==> src/rtl/regfile_wb_arbiter_if.sv <==
// Writeback request ports, register-file write port and RAW hazard query
// between the writeback stages and the shared register-file write arbiter.
interface regfile_wb_arbiter_if #(
    parameter int DATA_W = 128,
    parameter int ADDR_W = 5
);
    logic              req0_valid, req0_ready;
    logic [ADDR_W-1:0] req0_addr;
    logic [DATA_W-1:0] req0_data;
    logic              req1_valid, req1_ready;
    logic [ADDR_W-1:0] req1_addr;
    logic [DATA_W-1:0] req1_data;
    logic              we3;
    logic [ADDR_W-1:0] a3;
    logic [DATA_W-1:0] wd3;
    logic [ADDR_W-1:0] chk_a1, chk_a2;
    logic              busy1, busy2;

    modport master (
        output req0_valid, req0_addr, req0_data,
        output req1_valid, req1_addr, req1_data,
        output chk_a1, chk_a2,
        input  req0_ready, req1_ready, we3, a3, wd3, busy1, busy2
    );

    modport slave (
        input  req0_valid, req0_addr, req0_data,
        input  req1_valid, req1_addr, req1_data,
        input  chk_a1, chk_a2,
        output req0_ready, req1_ready, we3, a3, wd3, busy1, busy2
    );
endinterface

==> src/rtl/regfile_wb_arbiter.sv <==
// Shares the register-file write port between ALU (0) and load (1) writeback:
// one-entry buffer per requester, round-robin grant, registered write stage.
module regfile_wb_arbiter #(
    parameter int DATA_W = 128,
    parameter int ADDR_W = 5
) (
    input logic                 clk,
    input logic                 rst,
    regfile_wb_arbiter_if.slave bus
);
    typedef struct packed {
        logic [ADDR_W-1:0] addr;
        logic [DATA_W-1:0] data;
    } wr_t;

    wr_t [1:0]         req, ent;
    wr_t               gnt_ent;
    logic [1:0]        vld, full, grant, rdy;
    logic              last_grant;
    logic              we3_q;
    logic [ADDR_W-1:0] a3_q;
    logic [DATA_W-1:0] wd3_q;

    assign vld    = {bus.req1_valid, bus.req0_valid};
    assign req[0] = {bus.req0_addr, bus.req0_data};
    assign req[1] = {bus.req1_addr, bus.req1_data};

    // last_grant==1 means requester 1 won last, so requester 0 wins a tie.
    assign grant[0] = full[0] & (~full[1] | last_grant);
    assign grant[1] = full[1] & (~full[0] | ~last_grant);
    assign rdy      = ~full | grant;
    assign gnt_ent  = grant[1] ? ent[1] : ent[0];

    assign bus.req0_ready = rdy[0];
    assign bus.req1_ready = rdy[1];

    always_ff @(posedge clk or posedge rst) begin
        if (rst) begin
            full <= '0;
            ent  <= '0;
        end else begin
            for (int i = 0; i < 2; i++) begin
                if (vld[i] && rdy[i]) begin
                    full[i] <= 1'b1;
                    ent[i]  <= req[i];
                end else if (grant[i]) begin
                    full[i] <= 1'b0;
                end
            end
        end
    end

    // Address 0 is a hard-wired zero register: consume the entry, suppress we3.
    always_ff @(posedge clk or posedge rst) begin
        if (rst) begin
            we3_q      <= 1'b0;
            a3_q       <= '0;
            wd3_q      <= '0;
            last_grant <= 1'b1;
        end else if (|grant) begin
            we3_q      <= |gnt_ent.addr;
            a3_q       <= gnt_ent.addr;
            wd3_q      <= gnt_ent.data;
            last_grant <= grant[1];
        end else begin
            we3_q      <= 1'b0;
        end
    end

    assign bus.we3 = we3_q;
    assign bus.a3  = a3_q;
    assign bus.wd3 = wd3_q;

    function automatic logic pending(input logic [ADDR_W-1:0] a);
        return (a != '0) &&
               ((full[0] && ent[0].addr == a) ||
                (full[1] && ent[1].addr == a) ||
                (we3_q   && a3_q        == a));
    endfunction

    assign bus.busy1 = pending(bus.chk_a1);
    assign bus.busy2 = pending(bus.chk_a2);
endmodule

==> src/flat_wrapper.sv <==
// flat-port wrapper written by rule: the top's interface ports become plain ports
module regfile_wb_arbiter_flat 
#(
    parameter int DATA_W = 128,
    parameter int ADDR_W = 5
)
  (clk, rst, bus_req0_valid, bus_req0_addr, bus_req0_data, bus_req1_valid, bus_req1_addr, bus_req1_data, bus_chk_a1, bus_chk_a2, bus_req0_ready, bus_req1_ready, bus_we3, bus_a3, bus_wd3, bus_busy1, bus_busy2);
  regfile_wb_arbiter_if #(.DATA_W(DATA_W), .ADDR_W(ADDR_W)) bus_i ();
  input logic clk;
  input logic rst;
  input wire logic [$bits(bus_i.req0_valid)-1:0] bus_req0_valid;
  input wire logic [$bits(bus_i.req0_addr)-1:0] bus_req0_addr;
  input wire logic [$bits(bus_i.req0_data)-1:0] bus_req0_data;
  input wire logic [$bits(bus_i.req1_valid)-1:0] bus_req1_valid;
  input wire logic [$bits(bus_i.req1_addr)-1:0] bus_req1_addr;
  input wire logic [$bits(bus_i.req1_data)-1:0] bus_req1_data;
  input wire logic [$bits(bus_i.chk_a1)-1:0] bus_chk_a1;
  input wire logic [$bits(bus_i.chk_a2)-1:0] bus_chk_a2;
  output wire logic [$bits(bus_i.req0_ready)-1:0] bus_req0_ready;
  output wire logic [$bits(bus_i.req1_ready)-1:0] bus_req1_ready;
  output wire logic [$bits(bus_i.we3)-1:0] bus_we3;
  output wire logic [$bits(bus_i.a3)-1:0] bus_a3;
  output wire logic [$bits(bus_i.wd3)-1:0] bus_wd3;
  output wire logic [$bits(bus_i.busy1)-1:0] bus_busy1;
  output wire logic [$bits(bus_i.busy2)-1:0] bus_busy2;
  assign bus_i.req0_valid = bus_req0_valid;
  assign bus_i.req0_addr = bus_req0_addr;
  assign bus_i.req0_data = bus_req0_data;
  assign bus_i.req1_valid = bus_req1_valid;
  assign bus_i.req1_addr = bus_req1_addr;
  assign bus_i.req1_data = bus_req1_data;
  assign bus_i.chk_a1 = bus_chk_a1;
  assign bus_i.chk_a2 = bus_chk_a2;
  assign bus_req0_ready = bus_i.req0_ready;
  assign bus_req1_ready = bus_i.req1_ready;
  assign bus_we3 = bus_i.we3;
  assign bus_a3 = bus_i.a3;
  assign bus_wd3 = bus_i.wd3;
  assign bus_busy1 = bus_i.busy1;
  assign bus_busy2 = bus_i.busy2;
  regfile_wb_arbiter #(.DATA_W(DATA_W), .ADDR_W(ADDR_W)) u_core (.clk(clk), .rst(rst), .bus(bus_i));
endmodule
==> config.mk <==
export PLATFORM = sky130hd
export DESIGN_NAME = regfile_wb_arbiter_flat
export DESIGN_NICKNAME = d
export VERILOG_FILES = /design/src/rtl/regfile_wb_arbiter_if.sv /design/src/rtl/regfile_wb_arbiter.sv /design/src/flat_wrapper.sv
export SDC_FILE = /design/constraint.sdc
export NUM_CORES = 1
export LEC_CHECK = 0
export CAP_MARGIN = 5
export CORE_ASPECT_RATIO = 0.6
export CORE_UTILIZATION = 52
export CTS_CLUSTER_DIAMETER = 30
export CTS_CLUSTER_SIZE = 14
export DETAILED_ROUTE_END_ITERATION = 6
export GPL_ROUTABILITY_DRIVEN = 0
export GPL_TIMING_DRIVEN = 0
export PLACE_DENSITY = 0.85
export SYNTH_ARGS = -nofsm -noshare
export SYNTH_HDL_FRONTEND = slang
export SYNTH_SLANG_ARGS = --single-unit
==> constraint.sdc <==
create_clock -name clk -period 35.7 [get_ports clk]
set_input_delay 7.14 -clock clk [delete_from_list [all_inputs] [get_ports clk]]
set_output_delay 7.14 -clock clk [all_outputs]
set_load 0.01 [all_outputs]
Word level (Yosys, flattened, before mapping)
Index checks and enable logic that the tools add are counted.

Output and inout port bits: 138. Register bits after elaboration: 403. Logic and storage cells: 51. Bits of input ports: 280.

Bitwise logic cells: 9. Reduce and logical (&&, ||, !) cells: 20. Equality and inequality tests: 6. Multiplexer cells: 6.

Operators by type and width (number): 2-to-1 mux 133 bit (1); equality test 5 bit (6); logical AND 1 bit (10); nonzero test 5 bit (2); 2-to-1 mux 1 bit (5); OR reduction 5 bit (1); logical OR 1 bit (4); nonzero test 2 bit (2); inverter 1 bit (3); AND 1 bit (2); inverter 2 bit (1); OR 1 bit (2); OR 2 bit (1); OR reduction 2 bit (1).

Logic depth before layout (Yosys ltp)
Gate-level depths: netlist (run 1).

Word-level depth: 6. Mapped depth: 7. Gate-level depth less buffers: 4.

Least setup slack after synthesis (run 1)
No wires, ideal clock.

Kind: input port to output port. Start point: input bus_chk_a1[0]. End point: output bus_busy1. Setup slack: 20688 ps. Data arrival time: 7872 ps. Stages: 4. Cells stage by stage: xor2_1 -> nor4_1 -> a32oi_1 -> a21oi_1.

Longest elaborated chain between the ends: 5. Elaborated cells on any way between the ends: 10. Those cells by class: eq/ne (3); reduce/logical (7).

RTL lines: start, declared (RTL line flat_wrapper.sv:17) `input wire logic [$bits(bus_i.chk_a1)-1:0] bus_chk_a1;`; equality test 5 bit, on equally long branches (RTL line regfile_wb_arbiter.sv:76, regfile_wb_arbiter.sv:77); logical AND 1 bit, on equally long branches (RTL line regfile_wb_arbiter.sv:76, regfile_wb_arbiter.sv:77); logical OR 1 bit (RTL line regfile_wb_arbiter.sv:76) `((full[0] && ent[0].addr == a) ||`; logical OR 1 bit (RTL line regfile_wb_arbiter.sv:77) `(full[1] && ent[1].addr == a) ||`; logical AND 1 bit * (RTL line regfile_wb_arbiter.sv:75) `return (a != '0) &&`; end, declared (RTL line flat_wrapper.sv:24) `output wire logic [$bits(bus_i.busy1)-1:0] bus_busy1;`.

Every way passes the cells marked *; elsewhere a longest branch is shown, timed or not.

Final worst setup path (run 1)
Start point: input bus_chk_a1[2]. End point: output bus_busy1.

The elaborated chain is that of the path after synthesis.

==> metrics.log, run 1 <==
INFO  metric run_status = finished clean
INFO  metric iteration_count_of_the_initial_detailed_routing_pass = 5
INFO  metric report.power.total = roughly 1.8 mW
INFO  metric number_of_hold_slack_violations_in_the_final_timing_report = 0
INFO  metric reg2reg_setup_slack = between 30 and 40 ns
INFO  metric pin_count_of_the_biggest_net_entering_global_routing = roughly 140
INFO  metric grt.overflow.total = 0
INFO  metric final_layout_size_suffix_gt1_share = approximately 17%
INFO  metric cts_root_buf = clkbuf_16
INFO  metric routed_wire_length_per_instance = about 22 um
INFO  metric postSynthRegisterBits = between 400 and 500
INFO  metric layout_worst_path_cycle_share = 45.63%
INFO  metric drc_viols = 0
INFO  metric floorplan.io_pins = about 420
INFO  metric grt_first_pass_wirelength = around 70000 um
INFO  metric cts_max_level = 2
INFO  metric buffer_ports.inserted = 417
INFO  metric netlist_top_cells_count = 402 x dfrtp_1, 269 x nor2_1, 140 x mux2_1, 133 x o22ai_1, 126 x mux2_2
INFO  metric die_area = 0.03121 mm^2
INFO  metric timing.hold.worst.start = u_core.ent[194]
INFO  metric worst-endpoint-arrival = a little over 9 ns
INFO  metric leakagePower = 9.375 nW
INFO  metric yosys_most_used_dff = dfrtp_1
INFO  metric core_region_area = 0.02998 mm^2
INFO  metric holdCritPathClass = reg -> reg
INFO  metric synth.top_cells.by_area = dfrtp_1 63%, mux2_1 9.9%, mux2_2 9.0%, nor2_1 6.4%, o22ai_1 5.2%
INFO  metric hold-path-endpoint = u_core.bus.wd3[61]
INFO  metric crit_path_max_fanout = 4
INFO  metric flow.area_growth_from_synthesis = 41.61%
INFO  metric setup_viol = 0
INFO  metric drtAntennaViolNets = 0
INFO  metric ys_async_rst_share = 100.0%
INFO  metric reg2reg_from = u_core.full[1]
INFO  metric report.final.slew_viol_count = 0
INFO  metric dr_total_vias = roughly 12000
INFO  metric cap_violations = 0
INFO  metric fillerInstances = ~1900
INFO  metric tritoncts.num_buffers = 52
INFO  metric syn_area_per_cell = 13.14 um^2
INFO  metric detailedRoute.firstIterationViolations = about 680
INFO  metric powerDensity = 80.64 mW/mm^2
INFO  metric worst_pin_slew = approximately 0.7 ns
INFO  metric whs_path_depth = 2
INFO  metric cts.path.max_buffers = 3
INFO  metric vdd.ir_drop.worst = approximately 0.042 mV
INFO  metric synth_cell_type_count = 30
INFO  metric ff2ff_path_depth = 6
INFO  metric global_route.usage.total = roughly 30%
INFO  metric netlist.top_cell.by_area = dfrtp_1
INFO  metric synth_nets = between 1000 and 1500
INFO  metric total_length_of_routed_wires = around 47000 um
INFO  metric r2r-end = u_core.bus.wd3[39]
INFO  metric final.setup.tns = 0 ns
INFO  metric worst_setup_hold_path_clk_slew = 0.06 ns
INFO  metric post_drt_via_cell_ratio = 5.518
INFO  metric initial_util = a little over half
INFO  metric x_dimension_of_the_die = 227.4 um
INFO  metric critPathRequiredTime = about 29 ns
INFO  metric achievable-frequency = between 60 and 70 MHz
INFO  metric clock_latency = approximately 0.56 ns
INFO  metric dieHeight = about 140 um
INFO  metric post_layout_min_period = about 16 ns
INFO  metric regArea = 0.01009 mm^2
INFO  metric synthesis.instances = approximately 1200
INFO  metric synth_top_cell_area_share = between 60% and 70%
INFO  metric cts_setup_buffers = 0
INFO  metric worstSetupPathType = in -> out
INFO  metric detailed_place_hpwl = approximately 33000 um
INFO  metric rsz0062_at_grt = no
INFO  metric number_of_synthesized_flops_with_an_enable_pin = 0
INFO  metric seq_area_frac_synth = around 64%
INFO  metric max_slew_margin = between 50% and 60%
INFO  metric fin_skew = between 0.015 and 0.02 ns
INFO  metric synth.most_common_cell = dfrtp_1
INFO  metric syn_area = between 0.015 and 0.02 mm^2
INFO  metric synthesis.yosys.warnings = 0
INFO  metric cts.sinks = between 400 and 500
INFO  metric cts_tree = done
INFO  metric finish.net_count = around 2000
INFO  metric initial_antenna_violation_count = 9
INFO  metric setup.worst_path.start_class = input pin
INFO  metric worst_setup_path_end_kind = primary output
INFO  metric multiInputGateArea = 0.005313 mm^2
INFO  metric cts_repair_resize_count = 0
INFO  metric grt_pass1_vias = ~12000
INFO  metric placementRows = 49
INFO  metric holdBufCountCts = 0
metal layers:
metal  vias up  global-route usage [%]  routed length, um  share of wire (%)
met5         -                       0                 25              0.053
met4         4                   12.23               1766                3.8
met3       123                   8.808               3714                7.9
met2       464                   47.48              22070                 47
met1      5995                   39.50              19310                 41
li1       5195                       -                  -                  -
critical path, cell delays in order:
cell and delay, ns:
clkdlybuf4s50_1 0.52, xor2_1 0.20, nor4_1 0.37, a32oi_1 0.18
a21oi_1 0.15, clkdlybuf4s50_1 0.58
layout make-up:
cell class	instances	area share, %
diodes	6	0.06689
plain buffers	72	1.984
clock buffers	62	6.415
clock inverters	33	1.633
inverters	2	0.06689
multi-input cells	729	23.67
flip-flops and latches	403	44.93
well taps	408	2.274
repair buffers	420	18.96
flip-flops by register name (all words and copies together) (netlist names):
name / flops
u_core.last_grant: 1
u_core.full: 2
u_core.bus.we3: 1
u_core.bus.wd3: 128
u_core.ent: 266
u_core.bus.a3: 5
logic make-up after synthesis:
logic type             Yosys count  share of synthesized area, %
buffers and inverters           74                         2.857
XOR/XNOR                        30                         1.658
AND/OR/NAND/NOR                292                         7.301
AO/OA/AOI/OAI                  140                         5.596
multiplexers                   267                         18.96
flip-flops                     403                         63.63
worst max path at each step:
stage / start / to / slack (ns) / cells after the start
finish: bus_chk_a1[2] / bus_busy1 / 19.41 / 6
global placement: rst / u_core.ent[101] / 13.08 / 2
detailed placement: bus_chk_a1[2] / bus_busy1 / 19.44 / 6
CTS: bus_chk_a1[2] / bus_busy1 / 19.43 / 6
global route: bus_chk_a1[2] / bus_busy1 / 19.32 / 6
floorplan: rst / u_core.bus.a3[0] / 17.35 / 1
cell usage in the layout, fill, tap and decap left out, types with 2 or more instances in the layout:
| cell | instances |
|---|---|
| buf_2 | 38 |
| mux2_2 | 126 |
| dfrtp_1 | 402 |
| nand3_1 | 2 |
| nor2_1 | 269 |
| xor2_1 | 25 |
| or4_1 | 4 |
| xnor2_1 | 5 |
| nand2b_1 | 2 |
| clkinv_2 | 2 |
| inv_8 | 5 |
| clkinvlp_4 | 8 |
| clkbuf_16 | 53 |
| nand2_2 | 2 |
| inv_6 | 9 |
| bufinv_16 | 4 |
| a21oi_1 | 2 |
| diode_2 | 6 |
| clkinv_4 | 6 |
| clkdlybuf4s50_1 | 417 |
| clkbuf_1 | 15 |
| buf_6 | 14 |
| buf_4 | 6 |
| mux2_1 | 140 |
| nand2_1 | 3 |
| o22ai_1 | 133 |
| clkbuf_8 | 8 |
| nor4_1 | 6 |
| a32oi_1 | 2 |
| buf_16 | 3 |
metrics by stage:
step	cell area (um^2)	std cells	hold WS, ns	setup slack, ns	utilization (%)
finish	22450	2135	0.4895	19.41	74.88
global route	22440	2133	0.4983	19.32	74.86
CTS	22430	2129	0.4941	19.43	74.83
detailed placement	20630	2034	0.4816	19.44	68.80
global placement	20540	2031	0.4739	13.08	68.50
floorplan	15850	1206	0.4649	17.35	-
report_power, final:
part           switching (mW)  total [mW]  internal, mW
sequential              0.103       0.717         0.614
clock                   0.216       0.539         0.323
combinational           0.262       0.554         0.292
No activity file was read; power rests on OpenSTA's default activity.
==> inputs of run 2 (changes only) <==
--- a/config.mk
+++ b/config.mk
@@ -7,13 +7,13 @@
 export LEC_CHECK = 0
 export CAP_MARGIN = 5
 export CORE_ASPECT_RATIO = 0.6
-export CORE_UTILIZATION = 52
+export CORE_UTILIZATION = 44
 export CTS_CLUSTER_DIAMETER = 30
 export CTS_CLUSTER_SIZE = 14
 export DETAILED_ROUTE_END_ITERATION = 6
 export GPL_ROUTABILITY_DRIVEN = 0
 export GPL_TIMING_DRIVEN = 0
-export PLACE_DENSITY = 0.85
+export PLACE_DENSITY = 0.76
 export SYNTH_ARGS = -nofsm -noshare
 export SYNTH_HDL_FRONTEND = slang
 export SYNTH_SLANG_ARGS = --single-unit
==> constraint.sdc (replaced) <==
create_clock -name clk -period 14.8 [get_ports clk]
set_input_delay 2.96 -clock clk [delete_from_list [all_inputs] [get_ports clk]]
set_output_delay 2.96 -clock clk [all_outputs]
set_load 0.01 [all_outputs]
==> metrics.log, run 2 (same netlist as run 1, synthesis figures left out) <==
INFO  metric run_status = complete, but fails checks
INFO  metric failed_checks = DRC
INFO  metric worstSetupPathType = in -> out
INFO  metric global_route.usage.total = between 20% and 30%
INFO  metric routed_wire_length_per_instance = 20.87 um
INFO  metric post_drt_via_cell_ratio = about 5.2
INFO  metric critical_path.startpoint = bus_chk_a1[2]
INFO  metric floorplan.io_pins = approximately 420
INFO  metric total_length_of_routed_wires = 46150 um
INFO  metric cap_violations = 0
INFO  metric timing.critical_path.slowest_stage_cell = clkdlybuf4s50_1
INFO  metric pin_count_of_the_biggest_net_entering_global_routing = between 100 and 150
INFO  metric cts_setup_buffers = 0
INFO  metric core_region_area = 0.03521 mm^2
INFO  metric report.final.slew_viol_count = 0
INFO  metric drtAntennaViolNets = 0
INFO  metric rsz0062_at_grt = no
INFO  metric cts_repair_resize_count = 0
INFO  metric clock_latency = 0.58 ns
INFO  metric final.setup.tns = 0 ns
INFO  metric dpl-instance-area = slightly above 0.02 mm^2
INFO  metric layout_worst_path_cycle_share = a little over half
INFO  metric timing.critical_path.slowest_cell_delay = ~0.60 ns
INFO  metric setup.worst_path.start_class = input pin
INFO  metric initial_antenna_violation_count = 6
INFO  metric detailed_place_hpwl = between 30000 and 40000 um
INFO  metric holdBufCountCts = 0
INFO  metric setup_viol = 0
INFO  metric die_area = around 0.037 mm^2
INFO  metric grt_pass1_vias = around 13000
INFO  metric highest_count_cells_in_the_layout_ignoring_fill_and_taps = 417 x clkdlybuf4s50_1, 402 x dfrtp_1, 269 x nor2_1
INFO  metric final_common_cell = clkdlybuf4s50_1
INFO  metric vdd.ir_drop.worst = about 0.12 mV
INFO  metric worstPathCellList = clkdlybuf4s50_1, xor2_1, nor4_1, a32oi_1, a21oi_1, clkdlybuf4s50_1
INFO  metric flow.area_growth_from_synthesis = 44.41%
INFO  metric drc_viols = a little over 70
INFO  metric wl_met3 = approximately 3100 um
INFO  metric worst-endpoint-arrival = just under 5 ns
INFO  metric largest_register = u_core.ent
INFO  metric iteration_count_of_the_initial_detailed_routing_pass = 7
INFO  metric finish.instance_area = 0.02289 mm^2
INFO  metric cts_tree = done
INFO  metric holdCritPathClass = reg -> reg
INFO  metric initial_util = 45.02%
INFO  metric max_slew_margin = 57.46%
INFO  metric critPathRequiredTime = about 12 ns
INFO  metric worst_setup_hold_path_clk_slew = ~0.060 ns
INFO  metric place_inst = roughly 2100
INFO  metric post_layout_nonfiller_instances = approximately 2200
INFO  metric r2r-end = u_core.bus.wd3[49]
INFO  metric timing.critical_path.to = bus_busy1
INFO  metric path_common_cell = clkdlybuf4s50_1
INFO  metric dieHeight = around 150 um
INFO  metric post_layout_min_period = 7.875 ns
INFO  metric final_layout_size_suffix_gt1_share = 17.60%
INFO  metric placementRows = 53
INFO  metric cts.path.max_buffers = 3
INFO  metric number_of_hold_slack_violations_in_the_final_timing_report = 0
INFO  metric cts_root_buf = clkbuf_16
INFO  metric cts.sinks = about 400
INFO  metric achievable-frequency = about 130 MHz
INFO  metric grt_first_pass_wirelength = just over 70000 um
INFO  metric buffer_ports.inserted = around 420
INFO  metric finish.net_count = roughly 2000
INFO  metric dr_wl_met2 = 21940 um
INFO  metric crit_path_max_fanout = 4
INFO  metric worst_setup_path_end_kind = primary output
INFO  metric reg2reg_from = u_core.full[1]
INFO  metric powerDensity = 199.5 mW/mm^2
INFO  metric fin_skew = 0.01639 ns
INFO  metric reg2reg_setup_slack = ~13 ns
INFO  metric leakagePower = 9.556 nW
INFO  metric met1_length = ~20000 um
INFO  metric x_dimension_of_the_die = ~250 um
INFO  metric worst_pin_slew = between 0.6 and 0.7 ns
INFO  metric cts_max_level = 2
INFO  metric ff2ff_path_depth = 6
INFO  metric detailedRoute.firstIterationViolations = between 500 and 600
INFO  metric grt.overflow.total = 0
INFO  metric dr_total_vias = 11590
INFO  metric tritoncts.num_buffers = 60
INFO  metric dr.max_layer_used = met4
INFO  metric flip_flop_count_of_the_largest_register_all_copies_and_words_added = about 270
## run 2: changes by cell type in the layout (fill, tap and decap cells not counted), sizes merged
cell	delta
clkbuf	+5
clkinv	+3
inv	+5
bufinv	+5
diode	-1
## run 2: how the worst min path moves through the flow
stage	startpoint	end	depth (start not counted)
2_1_floorplan	u_core.ent[152]	u_core.ent[152]	1
3_3_place_gp	u_core.ent[199]	u_core.ent[199]	1
3_5_place_dp	u_core.ent[207]	u_core.ent[207]	1
4_1_cts	u_core.ent[6]	u_core.ent[6]	1
5_1_grt	u_core.ent[179]	u_core.ent[179]	1
6_report	u_core.ent[205]	u_core.ent[205]	1
## run 2: area by class of cell
type | count | area, um^2
Antenna cell | 5 | 12.51
Buffer | 72 | 445.4
Clock buffer | 67 | 1590
Clock inverter | 46 | 588.1
Fill cell | 2588 | 12320
Inverter | 2 | 15.01
Multi-Input combinational cell | 729 | 5313
Sequential cell | 403 | 10090
Tap cell | 467 | 584.3
Timing Repair Buffer | 420 | 4257
## run 2: power breakdown
part	leakage (nW)	total [mW]	switching, mW	internal, mW
logic	3.87	1.33	0.628	0.704
registers	4.63	1.72	0.241	1.48
clock network	1.05	1.51	0.561	0.950
total	9.56	4.57	1.43	3.14
## run 2: per-stage QoR
step	power (mW)	hold WS [ns]	worst slack, ns	utilization [%]
2_1_floorplan	2.339	0.4649	0.6322	-
3_3_place_gp	3.007	0.4743	-3.815	58.53
3_5_place_dp	3.062	0.4817	6.991	58.79
4_1_cts	4.599	0.4935	6.957	64.97
5_1_grt	4.790	0.5020	6.843	65.00
6_report	4.567	0.4913	6.926	65.01
## run 2: routing by layer
| metal | global-route usage [%] | up-vias |
|---|---|---|
| met5 | 0 | - |
| met4 | 7.963 | 0 |
| li1 | - | 5220 |
| met2 | 40.28 | 344 |
| met3 | 6.242 | 85 |
| met1 | 33.92 | 5936 |
## run 2: critical path, delay by kind of cell
| kind | cells | cell delay, ns |
|---|---|---|
| buf+inv | 2 | 1.12 |
| simple gates | 1 | 0.34 |
| compound gates | 2 | 0.28 |
| xor+xnor | 1 | 0.21 |
==> inputs of run 3 (changes only) <==
--- a/config.mk
+++ b/config.mk
@@ -7,13 +7,13 @@
 export LEC_CHECK = 0
 export CAP_MARGIN = 5
 export CORE_ASPECT_RATIO = 0.6
-export CORE_UTILIZATION = 44
+export CORE_UTILIZATION = 49
 export CTS_CLUSTER_DIAMETER = 30
 export CTS_CLUSTER_SIZE = 14
 export DETAILED_ROUTE_END_ITERATION = 6
 export GPL_ROUTABILITY_DRIVEN = 0
 export GPL_TIMING_DRIVEN = 0
-export PLACE_DENSITY = 0.76
+export PLACE_DENSITY = 0.81
 export SYNTH_ARGS = -nofsm -noshare
 export SYNTH_HDL_FRONTEND = slang
 export SYNTH_SLANG_ARGS = --single-unit
==> constraint.sdc (replaced) <==
create_clock -name clk -period 8.08 [get_ports clk]
set_input_delay 1.616 -clock clk [delete_from_list [all_inputs] [get_ports clk]]
set_output_delay 1.616 -clock clk [all_outputs]
set_load 0.01 [all_outputs]
==> metrics.log, run 3 (same netlist as run 1, synthesis figures left out) <==
INFO  metric drc_viols = 36
INFO  metric powerDensity = about 350 mW/mm^2
INFO  metric reg2reg_from = u_core.full[1]
INFO  metric flip_flop_count_of_the_largest_register_all_copies_and_words_added = 266
INFO  metric path_common_cell = clkdlybuf4s50_1
INFO  metric drtAntennaViolNets = 0
INFO  metric core_region_area = 0.03147 mm^2
INFO  metric groute.layer.met2.usage = between 40% and 50%
INFO  metric vdd.ir_drop.worst = 0.2389 mV
INFO  metric path_buf_inv = 2
INFO  metric power.share.clock = a little under 30%
INFO  metric initial_antenna_violation_count = 8
INFO  metric global_route.usage.total = between 20% and 30%
INFO  metric flow.area_growth_from_synthesis = 42.21%
INFO  metric cts.sinks = slightly above 400
INFO  metric pwr-share-comb = roughly 31%
INFO  metric achievable-frequency = ~200 MHz
INFO  metric place_inst = 2049
INFO  metric leakagePower = approximately 9.4 nW
INFO  metric post_layout_nonfiller_instances = about 2100
INFO  metric report.final.slew_viol_count = 0
INFO  metric final_common_cell = clkdlybuf4s50_1
INFO  metric worstPathCellList = clkdlybuf4s50_1, xor2_1, nor4_1, nand3_1, a21oi_1, clkdlybuf4s50_1
INFO  metric highest_count_cells_in_the_layout_ignoring_fill_and_taps = 417 x clkdlybuf4s50_1, 402 x dfrtp_1, 269 x nor2_1
INFO  metric failed_checks = DRC
INFO  metric grt_pass1_vias = 12470
INFO  metric dr_total_vias = 11670
INFO  metric net-switching-power = between 2 and 3 mW
INFO  metric layout_worst_path_cycle_share = approximately 63%
INFO  metric timing.hold.worst.start = u_core.ent[7]
INFO  metric reg2reg_setup_slack = 5.96 ns
INFO  metric pin_count_of_the_biggest_net_entering_global_routing = 45
INFO  metric power_switching_share = between 30% and 40%
INFO  metric placementRows = 50
INFO  metric fin_skew = around 0.020 ns
INFO  metric timing.critical_path.slowest_stage_cell = clkdlybuf4s50_1
INFO  metric grt_first_pass_wirelength = between 70000 and 80000 um
INFO  metric floorplan.io_pins = 418
INFO  metric worst_path_dominant_cell_family = buffers and inverters
INFO  metric grt_use_met1 = 37.15%
INFO  metric buffer_ports.inserted = roughly 420
INFO  metric dpl-instance-area = 0.02075 mm^2
INFO  metric total_length_of_routed_wires = roughly 46000 um
INFO  metric initial_util = about half
INFO  metric cts.path.max_buffers = 3
INFO  metric holdCritPathClass = reg -> reg
INFO  metric run_status = complete, but fails checks
INFO  metric critPathRequiredTime = approximately 6.5 ns
INFO  metric final_layout_size_suffix_gt1_share = between 15 and 20%
INFO  metric cts_max_level = 2
INFO  metric worst-endpoint-arrival = 3.50 ns
INFO  metric holdBufCountCts = 0
INFO  metric rsz0062_at_grt = no
INFO  metric crit_path_max_fanout = 4
INFO  metric max_slew_margin = between 50% and 60%
INFO  metric critical_path.startpoint = bus_chk_a2[3]
INFO  metric dieHeight = roughly 140 um
INFO  metric die_area = roughly 0.033 mm^2
INFO  metric setup_viol = 0
INFO  metric share_seq_of_total_power = 39.8%
INFO  metric grt.overflow.total = 0
INFO  metric cts_setup_buffers = 0
INFO  metric worst_pin_slew = 0.7008 ns
INFO  metric clock_latency = around 0.55 ns
INFO  metric final_core_utilization = slightly above 70%
INFO  metric top_usage_layer = met2
INFO  metric cts_tree = done
INFO  metric grtUsageMet3 = 8.360%
INFO  metric internal_power = 5.429 mW
INFO  metric tritoncts.num_buffers = 51
INFO  metric detailed_place_hpwl = 32840 um
INFO  metric cap_violations = 0
INFO  metric detailedRoute.firstIterationViolations = 633
INFO  metric x_dimension_of_the_die = 234.2 um
INFO  metric worstSetupPathType = in -> out
INFO  metric iteration_count_of_the_initial_detailed_routing_pass = 7
INFO  metric setup.worst_path.start_class = input pin
INFO  metric finish.net_count = a little under 2000
INFO  metric fillerInstances = around 2100
INFO  metric post_layout_min_period = 5.118 ns
INFO  metric cts_repair_resize_count = 0
INFO  metric worst_setup_path_end_kind = primary output
INFO  metric post_drt_via_cell_ratio = about 5.4
INFO  metric number_of_hold_slack_violations_in_the_final_timing_report = 0
INFO  metric worst_setup_hold_path_clk_slew = 0.06 ns
INFO  metric cts_root_buf = clkbuf_16
INFO  metric finish.instance_area = 0.02254 mm^2
INFO  metric largest_register = u_core.ent
INFO  metric routed_wire_length_per_instance = around 21 um
INFO  metric timing.critical_path.slowest_cell_delay = roughly 0.58 ns
## run 3: area by class of cell
class                   count  area [um^2]  share of cell area, %
diodes                      6        15.01                0.06661
plain buffers              72        445.4                  1.976
clock buffers              63         1444                  6.405
clock inverters            31        332.8                  1.476
inverters                   2        11.26                0.04996
multi-input cells         729         5313                  23.57
flip-flops and latches    403        10090                  44.74
well taps                 416        520.5                  2.309
repair buffers            427         4374                  19.41
## run 3: worst reg2reg max path: cells and delay by family (launching register included)
family	cells	cell delay, ns
AO/OA/AOI/OAI	2	0.61
buffers and inverters	3	0.76
flip-flops	1	0.52
AND/OR/NAND/NOR	1	0.15
## run 3: stage by stage
step	setup WS [ns]	hold WS (ns)	TNS, ns	power, mW
floorplan	1.037	0.4649	0	4.285
global placement	-1.476	0.4739	-571.62	5.490
detailed placement	2.977	0.4816	0	5.598
CTS	2.960	0.4941	0	7.974
global route	2.820	0.5029	0	8.329
finish	2.962	0.4909	0	7.936
## run 3: path summary, 6_finish.rpt
kind | cells past startpoint | endpoint
setup / recovery | 6 | bus_busy2
hold / removal | 1 | u_core.ent[7]
setup reg to reg | 6 | u_core.bus.wd3[22]
hold reg to reg | 1 | u_core.ent[7]
max in group asynchronous | 6 | u_core.ent[60]
min in group asynchronous | 2 | u_core.ent[17]
## run 3: power groups by stage
stage	Clock, mW	Sequential, mW	Combinational (mW)
2_1_floorplan	0	3.23	1.06
3_3_place_gp	0	3.14	2.35
3_5_place_dp	0	3.16	2.43
4_1_cts	2.37	3.15	2.46
5_1_grt	2.47	3.23	2.63
6_report	2.34	3.16	2.44
## run 3: metal layers
layer  routed length, um  up-vias
met3                3684      107
met1               19370     5961
li1                    -     5196
met2               21310      407
met5                  11        -
met4                1649        2
